File: config.mk
export PLATFORM = sky130hd
export DESIGN_NAME = ad9653_spi_sequencer
export DESIGN_NICKNAME = d
export VERILOG_FILES = /design/src/rtl/ad9653_spi_sequencer_pkg.sv /design/src/rtl/ad9653_spi_sequencer_spi_clk_gen.sv /design/src/rtl/ad9653_spi_sequencer.sv
export SDC_FILE = /design/constraint.sdc
export NUM_CORES = 1
export LEC_CHECK = 0
export CAP_MARGIN = 20
export CORE_UTILIZATION = 55
export DETAILED_ROUTE_END_ITERATION = 16
export PLACE_DENSITY = 0.82
export RECOVER_POWER = 25
export SYNTH_ARGS = -nofsm -noshare
export SYNTH_HDL_FRONTEND = slang
export SYNTH_SLANG_ARGS = --single-unit
File: constraint.sdc
create_clock -name clk -period 4.6 [get_ports clk]
set_clock_uncertainty 0.15 [all_clocks]
set_input_delay 0.69 -clock clk [delete_from_list [all_inputs] [get_ports clk]]
set_output_delay 0.69 -clock clk [all_outputs]
set_load 0.02 [all_outputs]
File: src/rtl/ad9653_spi_sequencer_pkg.sv
// Shared widths, frame codes and FSM encoding for the AD9653 SPI configuration sequencer.
package ad9653_pkg;
  localparam int FRAME_W = 24;
  localparam int ADDR_W  = 13;
  localparam int IDX_W   = 5;
  localparam logic [1:0] W_CODE = 2'b00;  // single-byte transfer

  typedef enum logic [2:0] {
    S_IDLE, S_LOAD, S_SETUP, S_SHIFT, S_HOLD, S_GAP, S_FIN
  } state_t;

  // Read frames carry a don't-care data field, sent as zero.
  function automatic logic [FRAME_W-1:0] build_frame(input logic rw,
                                                     input logic [ADDR_W-1:0] addr,
                                                     input logic [7:0] data);
    return {rw, W_CODE, addr, rw ? 8'h00 : data};
  endfunction
endpackage

File: src/rtl/ad9653_spi_sequencer_spi_clk_gen.sv
// SCLK half-period timer: strobes tick_rise at the end of a low phase and tick_fall at the end of a high phase.
module spi_clk_gen #(
  parameter int CLK_DIV = 4
) (
  input  logic clk,
  input  logic reset,
  input  logic en,
  input  logic clr,
  output logic tick_rise,
  output logic tick_fall
);
  localparam int CW = (CLK_DIV > 1) ? $clog2(CLK_DIV) : 1;

  logic [CW-1:0] cnt;
  logic          phase;
  logic          term;

  assign term      = (cnt == CW'(CLK_DIV - 1));
  assign tick_rise = en & term & ~phase;
  assign tick_fall = en & term & phase;

  always_ff @(posedge clk) begin
    if (reset || clr) begin
      cnt   <= '0;
      phase <= 1'b0;
    end else if (en) begin
      if (term) begin
        cnt   <= '0;
        phase <= ~phase;
      end else begin
        cnt <= cnt + 1'b1;
      end
    end
  end
endmodule

File: src/rtl/ad9653_spi_sequencer.sv
// Walks the AD9653 config LUT and issues one 24-bit 3-wire SPI frame per entry, capturing read-back bytes.
module ad9653_spi_sequencer
  import ad9653_pkg::*;
#(
  parameter int CLK_DIV     = 4,
  parameter int NUM_ENTRIES = 16,
  parameter int CS_GAP      = 8
) (
  input  logic              clk,
  input  logic              reset,
  input  logic              start,
  output logic              busy,
  output logic              done,
  output logic [IDX_W-1:0]  lut_index,
  input  logic [ADDR_W-1:0] lut_address,
  input  logic [7:0]        lut_data,
  input  logic              lut_rw,
  output logic              spi_csb,
  output logic              spi_sclk,
  output logic              spi_sdio_o,
  output logic              spi_sdio_oe,
  input  logic              spi_sdio_i,
  output logic [7:0]        rd_data,
  output logic              rd_valid,
  output logic [IDX_W-1:0]  rd_index
);
  localparam int GW = (CS_GAP > 1) ? $clog2(CS_GAP + 1) : 1;
  localparam logic [IDX_W-1:0] LAST = IDX_W'(NUM_ENTRIES - 1);

  state_t               state, state_nx;
  logic                 tick_rise, tick_fall;
  logic                 div_en, div_clr;
  logic [FRAME_W-1:0]   sr;
  logic [4:0]           bit_cnt;
  logic [GW-1:0]        gap_cnt;
  logic                 rw_q;
  logic [7:0]           rd_sr;
  logic                 gap_end, last_bit;

  assign gap_end  = (gap_cnt == GW'(CS_GAP - 1));
  assign last_bit = tick_fall && (bit_cnt == 5'd23);
  assign div_en   = (state == S_SETUP) || (state == S_SHIFT) || (state == S_HOLD);
  assign div_clr  = (state_nx != state);  // fresh divider phase on every state entry

  assign busy       = (state != S_IDLE) && (state != S_FIN);
  assign done       = (state == S_FIN);
  assign spi_sdio_o = sr[FRAME_W-1];

  spi_clk_gen #(.CLK_DIV(CLK_DIV)) u_clk_gen (
    .clk       (clk),
    .reset     (reset),
    .en        (div_en),
    .clr       (div_clr),
    .tick_rise (tick_rise),
    .tick_fall (tick_fall)
  );

  always_ff @(posedge clk) begin
    if (reset) state <= S_IDLE;
    else       state <= state_nx;
  end

  always_comb begin
    state_nx = state;
    case (state)
      S_IDLE:  if (start) state_nx = S_LOAD;
      S_LOAD:  state_nx = S_SETUP;
      S_SETUP: if (tick_rise) state_nx = S_SHIFT;
      S_SHIFT: if (last_bit) state_nx = S_HOLD;
      S_HOLD:  if (tick_rise) state_nx = S_GAP;
      S_GAP:   if (gap_end) state_nx = (lut_index == LAST) ? S_FIN : S_LOAD;
      S_FIN:   state_nx = S_IDLE;
      default: state_nx = S_IDLE;
    endcase
  end

  always_ff @(posedge clk) begin
    if (reset) begin
      lut_index   <= '0;
      sr          <= '0;
      rw_q        <= 1'b0;
      bit_cnt     <= '0;
      gap_cnt     <= '0;
      spi_csb     <= 1'b1;
      spi_sclk    <= 1'b0;
      spi_sdio_oe <= 1'b0;
      rd_sr       <= '0;
      rd_data     <= '0;
      rd_index    <= '0;
      rd_valid    <= 1'b0;
    end else begin
      rd_valid <= 1'b0;
      case (state)
        S_IDLE: if (start) lut_index <= '0;
        S_LOAD: begin
          sr          <= build_frame(lut_rw, lut_address, lut_data);
          rw_q        <= lut_rw;
          bit_cnt     <= '0;
          spi_sdio_oe <= 1'b1;
        end
        // SDIO is already stable for the whole SETUP window when CSB drops.
        S_SETUP: if (tick_rise) spi_csb <= 1'b0;
        S_SHIFT: begin
          if (tick_rise) begin
            spi_sclk <= 1'b1;
            if (rw_q && bit_cnt >= 5'd16) rd_sr <= {rd_sr[6:0], spi_sdio_i};
          end
          if (tick_fall) begin
            spi_sclk <= 1'b0;
            bit_cnt  <= bit_cnt + 5'd1;
            sr       <= {sr[FRAME_W-2:0], 1'b0};
            if (rw_q && bit_cnt == 5'd15) spi_sdio_oe <= 1'b0;
          end
        end
        S_HOLD: if (tick_rise) begin
          spi_csb     <= 1'b1;
          spi_sdio_oe <= 1'b0;
          if (rw_q) begin
            rd_data  <= rd_sr;
            rd_index <= lut_index;
            rd_valid <= 1'b1;
          end
        end
        S_GAP: begin
          gap_cnt <= gap_cnt + 1'b1;
          if (gap_end) begin
            gap_cnt <= '0;
            if (lut_index != LAST) lut_index <= lut_index + 1'b1;
          end
        end
        S_FIN:   lut_index <= '0;
        default: ;
      endcase
    end
  end
endmodule

==> results.cfg <==
[yosys]
synth.net_count = 405
synthDistinctLibCells = 49
synth-seq-cells = 70
synthCells = 373
synth-seq-area-share_pct = 44.6
avgSynthCellArea_um2 = 8.42
yosysWarnings = 0
synth_area_um2 = 3140

[worst_setup_path]
start_kind = flip-flop
cp_max_fo = 20
crit_type = flip-flop to output port
slowest_delay_ns = 0.75
cp.arrival_ns = 2.20
cp_slowest_cell = dfxtp_1
path_cells = nor2b_1 -> or3_1 -> clkdlybuf4s50_1
required_ns = 3.76
end_kind = output port
rrSetupSlack_ns = 1.94

[timing]
rsz0062_at_grt = no
layout_setup_ws_ns = 1.56
tightest_slew_ns = 0.931
period_needed_ns = 3.04
finalMaxSlewViolations = 0
period_share_pct = 66.0
max_slew_margin_pct = 37.9
final-hold-violation-count = 0
max_freq_mhz = 329
tns_ns = 0
setup_viol = 0

[clock_tree]
clk_pin_slew_worst_paths_ns = 0.08
clock-root-buffer = clkbuf_8
cts_hold_buf = 0
cts.sinks = 70
insertion_delay_ns = 0.34
clk_path_buf_depth = 2
post_cts_resized = 0
htree_levels = 3
cts_setup_buffers = 0
cts_tree = yes
cts_buffers = 9

[grt]
grt_antenna_before_repair = 0
grt_max_degree = 68
grt_util_all_layers_pct = 23.2
grt-ovfl-total = 0
grt_pass1_vias = 2549
grt_pass1_wl_mm = 11.2

[floorplanning]
dieHeight_um = 77.6
die_area_um2 = 6010
core_area_um2 = 5510
rows = 27
dieWidth_um = 77.6
pin_count = 51
initial_core_util_pct = 57.0

[pwr]
power_density_nw_per_um2 = 341
clockPowerShare_pct = 39.3
pwr-share-seq_pct = 50.2
p_int_mw = 0.962
p_switching_mw = 0.337
sw_frac_of_total_pct = 26.0
comb_power_share_pct = 10.5
ir_worst_vdd_mv = 0.207
leakage_nw = 1.39

[finish]
layout-drive-gt1-share_pct = 6.75
nNetsFinal = 442
multi_input_area_um2 = 1570
seqCellArea_um2 = 1400
syn_to_final_growth_pct = 21.6
diodes = 0
fillCellCount = 472

[routing]
antenna_left = 0
drt_iter0_drc = 236
first_pass_iters = 4
wl_per_cell_um = 13.3
routed_wl_mm = 6.48
vias = 2745
vias_per_cell = 5.64
remaining_drc_errors = 0

[placed_design]
portBuffers = 50
dp_hpwl_mm = 4.35
pre_cts_slack_ns = 1.92
gp_congestion = 0.878

[run_status]
status = completed

[min_path]
hp-class = flip-flop to flip-flop

[job]
drv_cap = 0
-- metrics by stage --
stage          utilization [%]  hold WS, ns  cells  power (mW)  cell area [µm²]
2_1_floorplan                -        0.282    373       0.758             3140
3_3_place_gp              65.4        0.289    470       0.795             3600
3_5_place_dp              65.4        0.294    470       0.801             3600
4_1_cts                   69.2        0.304    486        1.30             3810
5_1_grt                   69.3        0.318    487        1.35             3820
6_report                  69.3        0.300    487        1.30             3820
-- final timing paths --
kind | start | end | cells after the start
max | state[1] | busy | 3
min | rd_index[2] | rd_index[2] | 2
max reg2reg | state[1] | rd_sr[7] | 4
min reg2reg | rd_index[2] | rd_index[2] | 2
-- cell usage after synthesis (all sizes together) --
cell     number  area (µm²)
nor3          8        40.0
nor4          1        6.26
or4           2        18.8
nor2         46         173
and4          2        20.0
xor2          2        17.5
nor3b         1        12.5
buf          17         109
nand3b        2        27.5
nand2        74         278
a22oi         2        15.0
nand4         1        6.26
a21oi        29         145
nand3        17        85.1
a2bb2oi       1        8.76
and3b         4        35.0
o21ai         7        35.0
o311a         1        10.0
clkbuf        9        33.8
ha            6        75.1
nor4b         1        15.0
mux2i        13         130
a21o          2        15.0
xnor2         1        8.76
nor2b         3        18.8
nand4b        1        8.76
a32oi         2        17.5
and2          1        6.26
and4bb        1        12.5
o21bai        2        15.0
a31oi         1        12.5
and3          2        12.5
o31ai         1        7.51
o211a         1        10.0
a311oi       21         184
nand2b        2        20.0
inv           7        26.3
or3           5        31.3
dfxtp        70        1400
a211oi        4        35.0
-- sequential cells by signal, indices dropped and copies added, names as in the netlist --
| signal | count |
|---|---|
| rw_q | 1 |
| bit_cnt | 5 |
| rd_data | 8 |
| rd_valid | 1 |
| spi_sclk | 1 |
| lut_index | 5 |
| u_clk_gen.cnt | 2 |
| spi_csb | 1 |
| rd_index | 5 |
| gap_cnt | 4 |
| spi_sdio_oe | 1 |
| rd_sr | 8 |
| state | 3 |
| u_clk_gen.phase | 1 |
| sr | 24 |
-- layout by cell type (no fill, tap or decap), drive strengths merged, types with 3 or more instances in the layout --
cell type      synthesis  routed
a311oi                21      21
clkbuf                 9      10
inv                    7       8
ha                     6       6
nor2                  46      46
nand3                 17      17
mux2i                 13      13
nor2b                  3       3
and3b                  4       4
nor3                   8       8
clkinv                 0       4
o21ai                  7       7
buf                   17       3
a21oi                 29      29
clkdlybuf4s50          0      38
or3                    5       5
dfxtp                 70      70
nand2                 74      74
dlygate4sd3            0      11
a211oi                 4       4
-- worst max-delay path: cells and delay by family, from the launching register on --
kind	cells	cell delay (ns)
buffers and inverters	1	0.60
and+or+nand+nor	2	0.51
DFF	1	0.75
-- routing by layer --
metal	vias up	track usage, %	wire length [µm]
met5	-	0	0
met4	0	11.3	81
met3	10	4.00	287
met2	75	38.8	3180
met1	1279	28.8	2940
li1	1381	-	-
-- power groups by stage --
stage	clock (mW)	sequential, mW	combinational [mW]
after floorplan	0	0.658	0.0996
after CTS	0.513	0.653	0.135
final	0.511	0.652	0.137
after detailed placement	0	0.667	0.134
after global placement	0	0.665	0.130
after global routing	0.542	0.656	0.154
-- cell families after synthesis --
| family | share of synthesized area, % |
|---|---|
| buffers and inverters | 5.38 |
| flip-flops | 44.6 |
| multiplexers | 4.14 |
| XOR/XNOR | 0.837 |
| AO/OA/AOI/OAI | 16.3 |
| adder cells (fa/ha/maj) | 2.39 |
| AND/OR/NAND/NOR | 26.3 |
-- layout make-up --
| cell class | count | share of cell area, % |
|---|---|---|
| repair buffers | 52 | 13.7 |
| clock inverters | 6 | 1.84 |
| flip-flops and latches | 70 | 36.7 |
| inverters | 7 | 0.689 |
| clock buffers | 10 | 3.61 |
| multi-input cells | 270 | 41.1 |
| well taps | 72 | 2.36 |
(Power assumes the default switching activity.)
